## src/rtl/snn_ff_pkg.sv

```systemverilog
// Shared definitions for the spiking-neuron scheduling blocks: sweep FSM
// state encoding and the helper used to derive index widths.
package snn_ff_pkg;

    typedef enum logic [3:0] {
        ST_IDLE    = 4'd0,
        ST_EV_RD   = 4'd1,
        ST_EV_LAT  = 4'd2,
        ST_EV_WR   = 4'd3,
        ST_EV_ACK  = 4'd4,
        ST_TS_RD   = 4'd5,
        ST_TS_WR   = 4'd6,
        ST_TS_SPK  = 4'd7,
        ST_TREF_WR = 4'd8
    } sched_state_e;

    // Width of an index able to address n entries; never narrower than 1 bit.
    function automatic int idx_width(input int n);
        if (n > 1) begin
            return $clog2(n);
        end else begin
            return 1;
        end
    endfunction

endpackage

```

## src/rtl/neur_event_sched.sv

```systemverilog
// Neuron event scheduler: sweeps every post-synaptic neuron for each incoming
// AER event, each end-of-time-step pulse and each reference-reset pulse,
// driving the state/weight SRAM controls and the neuron update strobes.
module neur_event_sched
    import snn_ff_pkg::*;
#(
    parameter int POST_NEUR_NUM             = 256,
    parameter int TIME_STEP                 = 8,
    parameter int AER_IN_CORE_WIDTH         = 12,
    parameter int POST_NEUR_MEM_WIDTH       = 12,
    parameter int POST_NEUR_SPIKE_CNT_WIDTH = 7,
    parameter int WEIGHT_WIDTH              = 8,
    localparam int IDX_W = idx_width(POST_NEUR_NUM),
    localparam int TS_W  = idx_width(TIME_STEP)
) (
    input  logic                               CLK,
    input  logic                               RST,
    input  logic [AER_IN_CORE_WIDTH-1:0]       AERIN_ADDR,
    input  logic                               AERIN_REQ,
    output logic                               AERIN_ACK,
    input  logic                               CTRL_TSTEP,
    input  logic                               CTRL_TREF,
    output logic                               CTRL_BUSY,
    output logic                               CTRL_DONE,
    output logic [IDX_W-1:0]                   NEUR_ADDR,
    output logic                               NEUR_CS,
    output logic                               NEUR_WE,
    output logic [AER_IN_CORE_WIDTH+IDX_W-1:0] SYN_ADDR,
    output logic                               SYN_CS,
    output logic                               neuron_event,
    output logic                               time_step_event,
    output logic                               time_ref_event,
    output logic [TS_W-1:0]                    current_time_step,
    input  logic                               spike_out,
    output logic [IDX_W-1:0]                   AEROUT_ADDR,
    output logic                               AEROUT_REQ,
    input  logic                               AEROUT_ACK
);

    localparam logic [IDX_W-1:0] IDX_ZERO = {IDX_W{1'b0}};
    localparam logic [IDX_W-1:0] IDX_ONE  = IDX_W'(1);
    localparam logic [IDX_W-1:0] IDX_LAST = IDX_W'(POST_NEUR_NUM - 1);
    localparam logic [TS_W-1:0]  TS_ZERO  = {TS_W{1'b0}};
    localparam logic [TS_W-1:0]  TS_ONE   = TS_W'(1);
    localparam logic [TS_W-1:0]  TS_LAST  = TS_W'(TIME_STEP - 1);

    // The neuron datapath widths only describe the attached SRAM words; reject
    // a configuration where any of them is meaningless.
    if (POST_NEUR_MEM_WIDTH < 1 || POST_NEUR_SPIKE_CNT_WIDTH < 1 ||
        WEIGHT_WIDTH < 1 || AER_IN_CORE_WIDTH < 1) begin : g_bad_cfg
        $error("neur_event_sched: datapath widths must be positive");
    end

    sched_state_e                 state_r;
    logic [IDX_W-1:0]             idx_r;
    logic [AER_IN_CORE_WIDTH-1:0] aer_addr_r;
    logic                         pend_tref_r;
    logic                         pend_tstep_r;

    logic                         start_tref_s;
    logic                         start_tstep_s;
    logic                         last_s;
    logic [IDX_W-1:0]             idx_nxt_s;
    logic [TS_W-1:0]              ts_nxt_s;

    // Sweep start selection from IDLE: reference reset beats time step.
    assign start_tref_s  = (state_r == ST_IDLE) && pend_tref_r;
    assign start_tstep_s = (state_r == ST_IDLE) && !pend_tref_r && pend_tstep_r;
    assign last_s        = (idx_r == IDX_LAST);
    assign idx_nxt_s     = idx_r + IDX_ONE;
    assign ts_nxt_s      = (current_time_step == TS_LAST) ? TS_ZERO
                                                          : current_time_step + TS_ONE;

    // Pending control pulses: a new pulse wins over the clear at sweep start.
    always_ff @(posedge CLK) begin
        if (RST) begin
            pend_tref_r  <= 1'b0;
            pend_tstep_r <= 1'b0;
        end else begin
            pend_tref_r  <= CTRL_TREF  | (pend_tref_r  & ~start_tref_s);
            pend_tstep_r <= CTRL_TSTEP | (pend_tstep_r & ~start_tstep_s);
        end
    end

    // Sweep FSM; every output is registered and set for the state being entered.
    always_ff @(posedge CLK) begin
        if (RST) begin
            state_r           <= ST_IDLE;
            idx_r             <= IDX_ZERO;
            aer_addr_r        <= {AER_IN_CORE_WIDTH{1'b0}};
            current_time_step <= TS_ZERO;
            AERIN_ACK         <= 1'b0;
            CTRL_BUSY         <= 1'b0;
            CTRL_DONE         <= 1'b0;
            NEUR_ADDR         <= IDX_ZERO;
            NEUR_CS           <= 1'b0;
            NEUR_WE           <= 1'b0;
            SYN_ADDR          <= {(AER_IN_CORE_WIDTH+IDX_W){1'b0}};
            SYN_CS            <= 1'b0;
            neuron_event      <= 1'b0;
            time_step_event   <= 1'b0;
            time_ref_event    <= 1'b0;
            AEROUT_ADDR       <= IDX_ZERO;
            AEROUT_REQ        <= 1'b0;
        end else begin
            // Single-cycle strobes fall back to 0 unless the entered state raises them.
            CTRL_DONE       <= 1'b0;
            NEUR_CS         <= 1'b0;
            NEUR_WE         <= 1'b0;
            SYN_CS          <= 1'b0;
            neuron_event    <= 1'b0;
            time_step_event <= 1'b0;
            time_ref_event  <= 1'b0;

            case (state_r)
                ST_IDLE: begin
                    idx_r     <= IDX_ZERO;
                    NEUR_ADDR <= IDX_ZERO;
                    if (pend_tref_r) begin
                        state_r        <= ST_TREF_WR;
                        CTRL_BUSY      <= 1'b1;
                        NEUR_CS        <= 1'b1;
                        NEUR_WE        <= 1'b1;
                        time_ref_event <= 1'b1;
                    end else if (pend_tstep_r) begin
                        state_r   <= ST_TS_RD;
                        CTRL_BUSY <= 1'b1;
                        NEUR_CS   <= 1'b1;
                    end else if (AERIN_REQ && !AERIN_ACK) begin
                        state_r    <= ST_EV_RD;
                        CTRL_BUSY  <= 1'b1;
                        aer_addr_r <= AERIN_ADDR;
                        SYN_ADDR   <= {AERIN_ADDR, IDX_ZERO};
                        NEUR_CS    <= 1'b1;
                        SYN_CS     <= 1'b1;
                    end else begin
                        state_r   <= ST_IDLE;
                        CTRL_BUSY <= 1'b0;
                    end
                end

                // Addresses stay put while the SRAM read data settles.
                ST_EV_RD: begin
                    state_r <= ST_EV_LAT;
                end

                ST_EV_LAT: begin
                    state_r      <= ST_EV_WR;
                    NEUR_CS      <= 1'b1;
                    NEUR_WE      <= 1'b1;
                    neuron_event <= 1'b1;
                end

                ST_EV_WR: begin
                    if (last_s) begin
                        state_r   <= ST_EV_ACK;
                        idx_r     <= IDX_ZERO;
                        NEUR_ADDR <= IDX_ZERO;
                        AERIN_ACK <= 1'b1;
                    end else begin
                        state_r   <= ST_EV_RD;
                        idx_r     <= idx_nxt_s;
                        NEUR_ADDR <= idx_nxt_s;
                        SYN_ADDR  <= {aer_addr_r, idx_nxt_s};
                        NEUR_CS   <= 1'b1;
                        SYN_CS    <= 1'b1;
                    end
                end

                // Four-phase input handshake: release ACK once the sender drops REQ.
                ST_EV_ACK: begin
                    if (!AERIN_REQ) begin
                        state_r   <= ST_IDLE;
                        AERIN_ACK <= 1'b0;
                        CTRL_BUSY <= 1'b0;
                        CTRL_DONE <= 1'b1;
                    end else begin
                        state_r <= ST_EV_ACK;
                    end
                end

                ST_TS_RD: begin
                    state_r         <= ST_TS_WR;
                    NEUR_CS         <= 1'b1;
                    NEUR_WE         <= 1'b1;
                    time_step_event <= 1'b1;
                end

                ST_TS_WR: begin
                    if (spike_out) begin
                        state_r     <= ST_TS_SPK;
                        AEROUT_ADDR <= idx_r;
                        AEROUT_REQ  <= 1'b1;
                    end else if (last_s) begin
                        state_r           <= ST_IDLE;
                        idx_r             <= IDX_ZERO;
                        NEUR_ADDR         <= IDX_ZERO;
                        current_time_step <= ts_nxt_s;
                        CTRL_BUSY         <= 1'b0;
                        CTRL_DONE         <= 1'b1;
                    end else begin
                        state_r   <= ST_TS_RD;
                        idx_r     <= idx_nxt_s;
                        NEUR_ADDR <= idx_nxt_s;
                        NEUR_CS   <= 1'b1;
                    end
                end

                // Four-phase output handshake, then resume the sweep at the next neuron.
                ST_TS_SPK: begin
                    if (AEROUT_REQ) begin
                        AEROUT_REQ <= !AEROUT_ACK;
                    end else if (!AEROUT_ACK) begin
                        AEROUT_ADDR <= IDX_ZERO;
                        if (last_s) begin
                            state_r           <= ST_IDLE;
                            idx_r             <= IDX_ZERO;
                            NEUR_ADDR         <= IDX_ZERO;
                            current_time_step <= ts_nxt_s;
                            CTRL_BUSY         <= 1'b0;
                            CTRL_DONE         <= 1'b1;
                        end else begin
                            state_r   <= ST_TS_RD;
                            idx_r     <= idx_nxt_s;
                            NEUR_ADDR <= idx_nxt_s;
                            NEUR_CS   <= 1'b1;
                        end
                    end else begin
                        state_r <= ST_TS_SPK;
                    end
                end

                ST_TREF_WR: begin
                    if (last_s) begin
                        state_r           <= ST_IDLE;
                        idx_r             <= IDX_ZERO;
                        NEUR_ADDR         <= IDX_ZERO;
                        current_time_step <= TS_ZERO;
                        CTRL_BUSY         <= 1'b0;
                        CTRL_DONE         <= 1'b1;
                    end else begin
                        idx_r          <= idx_nxt_s;
                        NEUR_ADDR      <= idx_nxt_s;
                        NEUR_CS        <= 1'b1;
                        NEUR_WE        <= 1'b1;
                        time_ref_event <= 1'b1;
                    end
                end

                default: begin
                    state_r    <= ST_IDLE;
                    idx_r      <= IDX_ZERO;
                    NEUR_ADDR  <= IDX_ZERO;
                    AERIN_ACK  <= 1'b0;
                    AEROUT_REQ <= 1'b0;
                    CTRL_BUSY  <= 1'b0;
                end
            endcase
        end
    end

endmodule

```

## config.mk

```make
export PLATFORM = sky130hd
export DESIGN_NAME = neur_event_sched
export DESIGN_NICKNAME = d
export VERILOG_FILES = /design/src/rtl/snn_ff_pkg.sv /design/src/rtl/neur_event_sched.sv
export SDC_FILE = /design/constraint.sdc
export NUM_CORES = 1
export LEC_CHECK = 0
export ABC_AREA = 1
export CAP_MARGIN = 20
export CORE_ASPECT_RATIO = 1.75
export CORE_UTILIZATION = 45
export DETAILED_ROUTE_END_ITERATION = 7
export PLACE_DENSITY_LB_ADDON = 0.05
export SLEW_MARGIN = 20
export SYNTH_ARGS = -nofsm -noshare
export SYNTH_HDL_FRONTEND = slang
export SYNTH_SLANG_ARGS = --single-unit
```

## constraint.sdc

```tcl
create_clock -name CLK -period 1.9 [get_ports CLK]
set_clock_uncertainty 0.05 [all_clocks]
set_input_delay 0.38 -clock CLK [delete_from_list [all_inputs] [get_ports CLK]]
set_output_delay 0.38 -clock CLK [all_outputs]
set_load 0.02 [all_outputs]
```

After elaboration in Yosys (flattened, before gate mapping)
Index checks and enable logic that the tools add are counted.
{"block": "op_classes", "n_reduce_logical": 26, "muxes": 65, "n_eq_ne": 21, "addsub": 2, "bitwise": 12}
{"op": "$mux 20", "n": 4}
{"op": "$mux 8", "n": 7}
{"op": "$pmux 20 s2", "n": 1}
{"op": "$pmux 4 s9", "n": 1}
{"op": "$mux 3", "n": 11}
{"op": "$pmux 8 s4", "n": 1}
{"op": "$mux 1", "n": 26}
{"op": "$ne 2x2->1 const B", "n": 10}
{"op": "$eq 4x3->1 const B", "n": 4}
{"op": "$mux 4", "n": 4}
{"op": "$pmux 8 s2", "n": 1}
{"op": "$reduce_and 5->1", "n": 3}
{"op": "$reduce_or 7->1", "n": 2}
{"op": "$reduce_and 4->1", "n": 3}
{"op": "$pmux 1 s3", "n": 3}
{"op": "$pmux 3 s3", "n": 1}
{"op": "$add 8x1->8 const B", "n": 1}
{"op": "$eq 4x2->1 const B", "n": 2}
{"op": "$eq 8x8->1 const B", "n": 1}
{"op": "$not 1->1", "n": 8}
{"op": "$reduce_or 4->1", "n": 2}
{"op": "$pmux 1 s6", "n": 1}
{"op": "$pmux 1 s5", "n": 1}
{"op": "$eq 4x1->1 const B", "n": 1}
{"op": "16 further kinds", "n": 27}
{"block": "totals", "out_inout_bits": 49, "in_bits": 19, "word_cells": 144, "ff_bits": 67}

Logic depth before layout (Yosys ltp)
Gate-level depths: netlist (run 1).
{"block": "depth", "word_depth": 6, "ltp_mapped": 10, "depth_no_buf": 10}

Worst setup path after synthesis (run 1)
No wires, ideal clock.
{"block": "synth_timing", "path_type": "reg2reg", "start": "register idx_r[1]", "end": "register SYN_ADDR[16]", "arrival_ps": 1527, "synth_period_minus_slack_ps": 1693, "setup_slack_ps": 207, "path_stages_with_launch": 9, "t_required_ps": 1734, "setup_ps": 116, "n_path_buf": 1, "cell_sequence": "dfxtp_1 > ha_1 > nand2_2 > nor2_4 > nand2_1 > nand2_2 > nand2_4 > buf_6 > o211a_1"}
{"block": "synth_between", "elab_chain_cells": 3}
{"element": "from (decl)", "line_no": "neur_event_sched.sv:55", "source": "logic [IDX_W-1:0] idx_r;"}
{"element": "from (signal assigned)", "line_no": "neur_event_sched.sv:162", "source": "idx_r <= idx_nxt_s;"}
{"element": "from (signal assigned)", "line_no": "neur_event_sched.sv:203", "source": "idx_r <= idx_nxt_s;"}
{"element": "from (signal assigned)", "line_no": "neur_event_sched.sv:224", "source": "idx_r <= idx_nxt_s;"}
{"element": "$eq 8x8->1", "line_no": "neur_event_sched.sv:69", "source": "assign last_s = (idx_r == IDX_LAST);"}
{"element": "$ne 2x2->1 (no line)"}
{"element": "$reduce_and 5->1 (no line)"}
{"element": "to (signal assigned)", "line_no": "neur_event_sched.sv:98", "source": "SYN_ADDR <= {(AER_IN_CORE_WIDTH+IDX_W){1'b0}};"}
{"element": "to (signal assigned)", "line_no": "neur_event_sched.sv:133", "source": "SYN_ADDR <= {AERIN_ADDR, IDX_ZERO};"}
{"element": "to (signal assigned)", "line_no": "neur_event_sched.sv:164", "source": "SYN_ADDR <= {aer_addr_r, idx_nxt_s};"}
{"element": "to (decl)", "line_no": "neur_event_sched.sv:28", "source": "output logic [AER_IN_CORE_WIDTH+IDX_W-1:0] SYN_ADDR,"}
Every way passes these cells.
A chain may end at the register's enable or synchronous reset.

==> impl_metrics.env, run 1 <==
export IMPL_io_buffers=67
export IMPL_switching_power_mw=1.73
export IMPL_drv_slew=0
export IMPL_die_area_um2=7250
export IMPL_synth_ff_type="dfxtp_1"
export IMPL_nets=520
export IMPL_vias=2983
export IMPL_synth_cell_types=34
export IMPL_netlist_area_leader_share_pct=43.2
export IMPL_ys_warn_count=0
export IMPL_vias_per_cell=5.10
export IMPL_synth_nets=443
export IMPL_crit_required_ns=1.47
export IMPL_synth_edf_count=0
export IMPL_hold_buffers=0
export IMPL_clock_power_share_pct=32.6
export IMPL_crit_arrival_ns=1.43
export IMPL_io_pins=68
export IMPL_first_iter_violations=188
export IMPL_fillers=625
export IMPL_internal_power_mw=3.30
export IMPL_clock_sinks=67
export IMPL_cts_resized=0
export IMPL_fin_util_pct=63.6
export IMPL_dpl_cell_area_um2=3900
export IMPL_routed_wl_um=7890
export IMPL_cts_buffers=9
export IMPL_ant_nets=0
export IMPL_clkLatencyLatePin_ns=0.33
export IMPL_slew_headroom_pct=75.0
export IMPL_tightest_slew_ns=0.374
export IMPL_ys_top_cells_by_count="87 x nand2_1, 67 x dfxtp_1, 57 x nor2_1, 42 x o21ai_0, 37 x a21oi_1"
export IMPL_diodes=0
export IMPL_grt_usage_pct=23.2
export IMPL_fmax_mhz=537
export IMPL_die_w_um=64.8
export IMPL_cts_tree="done"
export IMPL_setup_viol_count_final=0
export IMPL_fin_crit_ns=1.86
export IMPL_synth_cells=421
export IMPL_worstSetupPathType="flop to primary output"
export IMPL_fin_crit_sh_pct=98.1
export IMPL_status="finished, final reports clean"
export IMPL_cp_start_kind="flop"
export IMPL_grt_pass1_wl_um=12900
export IMPL_die_h_um=112
export IMPL_initial_core_util_pct=47.2
export IMPL_fin_area_um2=4190
export IMPL_power_density_nw_per_um2=1200
export IMPL_ir_drop_v=0.000814
export IMPL_cellLeakagePower_nw=1.78
export IMPL_grt_antenna_before_repair=0
export IMPL_drt_pass1_iterations=4
export IMPL_drv_cap=0
export IMPL_crit_family="buffers and inverters"
export IMPL_ctsHtreeMaxLevel=3
export IMPL_gp_congestion=0.852
export IMPL_critPathMaxStageDelay_ns=0.65
export IMPL_grt_max_degree=28
export IMPL_min_path_type="flop to flop"
export IMPL_combPwrFrac_pct=32.3
export IMPL_critPathMaxFanout=6
export IMPL_cp_num_buf_inv=1
export IMPL_grt_ovfl_total=0
export IMPL_cts_max_path_buffers=2
export IMPL_postCtsSetupBuffers=0
export IMPL_worstPathCellList="clkdlybuf4s50_1"
export IMPL_first_global_vias=2779
export IMPL_ys_seq_area_share_pct=43.2
export IMPL_rsz0062_at_grt="no"
export IMPL_synth_area_leaders="dfxtp_1 43%, nand2_1 11%, nor2_1 6.9%"
export IMPL_asyncSetResetFlopFracSynth_pct=0
export IMPL_yosys_area_top_type="dfxtp_1"
export IMPL_final_layout_size_suffix_gt1_share_pct=12.9
export IMPL_total_power_mw=5.03
export IMPL_swShare_pct=34.4
export IMPL_synth_area_per_cell_um2=7.38
export IMPL_wl_per_cell_um=13.5
export IMPL_pwr_share_seq_pct=35.1
export IMPL_cp_end_kind="primary output"
export IMPL_crit_slowest_cell="clkdlybuf4s50_1"
export IMPL_dp_hpwl_um=5670
export IMPL_ys_seq_elements=67
export IMPL_clk_pin_slew_ns=0.05
export IMPL_core_um2=6590
export IMPL_row_count=39
export IMPL_drc=0
export IMPL_area_growth_pct=35.0
export IMPL_post_synth_top_count_cell="nand2_1"
export IMPL_fin_tns_setup_ns=0
export IMPL_syn_cell_area_um2=3110
export IMPL_final_hold_violation_count=0
export IMPL_cts_root_buf="clkbuf_16"
per-layer routing:
layer,vias up,routed length (um),GRT usage (%)
met5,-,0,0
met4,0,199,10.7
met3,15,312,5.74
met2,74,4030,39.5
met1,1377,3350,26.4
li1,1517,-,-
cell type report:
type / count / area [um^2] / area share (%)
clock inverter: 5 / 52.6 / 1.25
multi-input combinational: 298 / 1510 / 36.1
sequential: 67 / 1340 / 32.0
inverter: 39 / 149 / 3.55
timing repair buffer: 83 / 791 / 18.9
clock buffer: 11 / 243 / 5.79
tap: 82 / 103 / 2.45
final timing paths:
check	to	startpoint	cells past startpoint	slack [ns]
worst max-delay path	NEUR_ADDR[2]	idx_r[2]	1	0.04
worst max register to register	SYN_ADDR[8]	state_r[0]	7	0.20
worst min-delay path	aer_addr_r[7]	aer_addr_r[7]	2	0.40
worst min register to register	aer_addr_r[7]	aer_addr_r[7]	2	0.40
sequential cells by signal, indices dropped and copies added (netlist names):
signal and count:
AERIN_ACK 1, AEROUT_ADDR 8, AEROUT_REQ 1, CTRL_BUSY 1, CTRL_DONE 1, NEUR_CS 1, NEUR_WE 1, SYN_ADDR 20
SYN_CS 1, aer_addr_r 12, current_time_step 3, idx_r 8, neuron_event 1, pend_tref_r 1, pend_tstep_r 1, state_r 4
time_ref_event 1, time_step_event 1
placed cells by master, fill, tap and decap left out, drive strengths merged, types with 6 or more instances in the layout:
cell           Yosys  final
clkdlybuf4s50      0     67
clkbuf             7     11
nor2              64     64
nand3b             6      6
nand3             22     22
o21ai             43     43
inv               39     39
nand2             98     98
dfxtp             67     67
nor3               6      6
a21oi             41     41
buf               10     16
power groups by stage:
stage | Combinational, mW | Clock, mW | Sequential, mW
2_1_floorplan | 0.944 | 0 | 1.92
3_3_place_gp | 1.59 | 0 | 1.79
3_5_place_dp | 1.61 | 0 | 1.79
4_1_cts | 1.62 | 1.66 | 1.76
5_1_grt | 1.79 | 1.73 | 1.79
6_report | 1.62 | 1.64 | 1.76
worst min-delay path: stages (launching register included):
cell and delay [ns]:
dfxtp_1 0.29, inv_1 0.05, a21oi_1 0.05
through the flow:
step,worst slack (ns),hold slack (ns),cells
3_3_place_gp,0.0953,0.383,569
5_1_grt,0.00154,0.422,585
2_1_floorplan,0.207,0.374,421
3_5_place_dp,0.0494,0.391,569
6_report,0.0364,0.395,585
4_1_cts,0.0248,0.400,585
cells by family after synthesis:
kind of cell	Yosys count	synth area share (%)
AND/OR/NAND/NOR	198	29.6
AO/OA/AOI/OAI	93	16.8
flip-flops	67	43.2
buffers and inverters	56	8.10
XOR/XNOR	4	1.13
adder cells (fa/ha/maj)	3	1.21
(Power assumes the default switching activity.)
==> run 2: changes to the inputs <==
Settings changed: ABC_CLOCK_PERIOD_IN_PS set to 1900.
==> results of run 2 <==
No change in the layout: final DEF, timing and power equal those of run 1.
==> run 3: changes to the inputs <==
Settings changed: ABC_CLOCK_PERIOD_IN_PS 1900 to not set.
==> results of run 3 <==
No change in the layout: final DEF, timing and power equal those of run 1.
==> variant: new RTL, settings of run 2 <==
Encoding of `sched_state_e`: now Gray code (4 bits for 9 states).
--- a/src/rtl/snn_ff_pkg.sv
+++ b/src/rtl/snn_ff_pkg.sv
@@ -5,11 +5,11 @@
     typedef enum logic [3:0] {
-        ST_IDLE    = 4'd0,
-        ST_EV_RD   = 4'd1,
-        ST_EV_LAT  = 4'd2,
-        ST_EV_WR   = 4'd3,
-        ST_EV_ACK  = 4'd4,
-        ST_TS_RD   = 4'd5,
-        ST_TS_WR   = 4'd6,
-        ST_TS_SPK  = 4'd7,
-        ST_TREF_WR = 4'd8
+        ST_IDLE    = 4'b0000,
+        ST_EV_RD   = 4'b0001,
+        ST_EV_LAT  = 4'b0011,
+        ST_EV_WR   = 4'b0010,
+        ST_EV_ACK  = 4'b0110,
+        ST_TS_RD   = 4'b0111,
+        ST_TS_WR   = 4'b0101,
+        ST_TS_SPK  = 4'b0100,
+        ST_TREF_WR = 4'b1100
     } sched_state_e;
Function: no difference found for any inputs over 10 cycles, from zero or initial values and one cycle with RST high; not proved beyond that.
==> variant against run 2 <==
  * Design area rose by 2.5%
  * Sequential cell count unchanged
  * Combinational power is 61% higher
  * Final cell count increased by 9.6%
  * Worst setup slack lost 0.011 ns
  * Non-clock buffer count increased by 1
  * Sequential power is 9% higher
  * Routed wire length increased by 17%
  * Power grew 23%
  * Hold slack improved by 0.0025 ns
  * Area after synthesis grew 1.5%
  * Die area up 1.5%
==> variant: results (changes against run 2) <==
Clk Latency, worst-skew pair=0.33 ns (about the same); Yosys cell types=26 (-24%); deepest clock path buffer count=2 (unchanged); layout cells sized above 1=10.2% (-2.7 points); GP Congestion=0.962 (+13%); DP HPWL=6.96 mm (+23%); Warnings, synthesis=0 (unchanged); DR vias=3295 (+10%); post-synthesis sequential area ratio=42.5% (-0.63 points); placed cell count=626 (+10%); Final #Nets=575 (+11%); mean post-synth cell area=6.65 µm² (-9.9%); Post-Route WL=9.21 mm (+17%); Reg clk slew, reported paths=0.05 ns (about the same); Final ANT Viol Nets=0 (unchanged); Worst path max stage delay=0.66 ns; FILL cells=675 (+8.0%); vias in the first global route=3059 (+10%); Iter 0 DRT Violations=180 (-4.3%); biggest regs=SYN_ADDR: 20 flops, aer_addr_r: 12 flops; Diodes inserted=0 (unchanged); P_leak=0.00190 µW (+6.8%); synth cell count leaders=119 x nand2_1, 70 x nor2_1, 67 x dfxtp_1; first-pass GRT wire length=14.3 mm (+11%); WP data arrival=about 1.4 ns; final setup fails=0 (unchanged); number of synthesized flops with an enable pin=0 (unchanged); CTS Buf Count=9 (unchanged); Syn Nets=496 (+12%); Post-synth top flop=dfxtp_1; CTS root buf=clkbuf_16; largest net degree at the start of global routing=41 (+46%); initial antenna violation count=0 (unchanged); status=finished, final reports clean; DP Worst Slack=0.0583 ns (+0.00892 ns); Buffers on Ports=67 (unchanged); H-tree depth=3 (unchanged); GRT Util Overall=26.1% (+2.9 points); First-pass DRT Iterations=5 (+1); crit-path max FO=7 (+1); top cells by area, synth=dfxtp_1 43%, nand2_1 14%, nor2_1 8.3%, o21ai_0 7.9%, a21oi_1 7.0%; peak supply drop=0.000833 V (+2.4%); crit path max-delay cell type=clkdlybuf4s50_1; hold crit path type=flip-flop to flip-flop; Post-synth ARST share=0% (unchanged); slew margin rel.=76.8% (+1.8 points); Post-Layout Cell Count=641 (+9.6%)
[variant: cell types whose count changed in the layout (fill, tap and decap cells not counted), sizes merged, moves of 2 or more]
cell           run 2  this run
clkinv             3         1
nand3b             6         1
nor2              64        79
nor3               6         1
nand3             22        29
xor2               4         1
o21ai             43        54
nand2             98       127
inv               39        46
clkbuf            11        13
o211a              3         0
a21oi             41        44
[variant: power breakdown]
group | total [µW] | internal [µW] | leakage [µW] | switching [µW]
Combinational | 2610 | 935 | 0.00121 | 1670
Clock | 1650 | 1080 | 0.000146 | 573
Sequential | 1910 | 1730 | 0.000546 | 181
[variant: layer usage]
| metal | vias to the layer above | routed length [µm] | GRT usage [%] |
|---|---|---|---|
| li1 | 1677 | - | - |
| met1 | 1505 | 3380 | 26.0 |
| met2 | 89 | 5040 | 48.6 |
| met3 | 24 | 400 | 4.44 |
| met4 | 0 | 382 | 15.1 |
| met5 | - | 0 | 0 |
[variant: final timing paths]
kind	endpoint	slack (ns)	start	cells past startpoint
min reg2reg	aer_addr_r[7]$_SDFFE_PP0P_	0.40	aer_addr_r[7]$_SDFFE_PP0P_	2
max	NEUR_ADDR[6]	0.03	idx_r[6]$_SDFFE_PP0P_	1
min	aer_addr_r[7]$_SDFFE_PP0P_	0.40	aer_addr_r[7]$_SDFFE_PP0P_	2
max reg2reg	CTRL_BUSY$_SDFFE_PP0P_	0.22	state_r[3]$_SDFFE_PP0P_	9
[variant: area by class of cell]
class / count / area, µm² / share of cell area (%)
Sequential cell: 67 / 1340 / 31.2
Inverter: 46 / 173 / 4.02
Timing Repair Buffer: 84 / 813 / 18.9
Clock buffer: 13 / 260 / 6.05
Multi-Input combinational cell: 345 / 1570 / 36.6
Clock inverter: 2 / 35.0 / 0.815
Tap cell: 84 / 105 / 2.44
[variant: stage by stage]
stage / hold WS, ns / area [µm²] / util [%]
floorplan: 0.375 / 3150 / -
global placement: 0.382 / 3990 / 58.6
detailed placement: 0.391 / 3990 / 58.6
CTS: 0.398 / 4280 / 62.9
global route: 0.416 / 4300 / 63.2
finish: 0.398 / 4300 / 63.2
[variant: logic make-up (layout without fill, tap and decap cells)]
| logic type | count (synthesis) | in the layout | synth area share, % |
|---|---|---|---|
| adder cells (fa/ha/maj) | 3 | 3 | 1.19 |
| buffers and inverters | 62 | 145 | 8.02 |
| AO/OA/AOI/OAI | 101 | 101 | 16.2 |
| XOR/XNOR | 1 | 1 | 0.278 |
| flip-flops | 67 | 67 | 42.5 |
| AND/OR/NAND/NOR | 240 | 240 | 31.8 |
[variant: repair_timing]
| item | CTS | global route |
|---|---|---|
| resized for setup | 0 | 4 |
| hold buffers | 0 | 0 |
| setup endpoints to repair | 0 | 4 |
| buffers inserted | 0 | 0 |
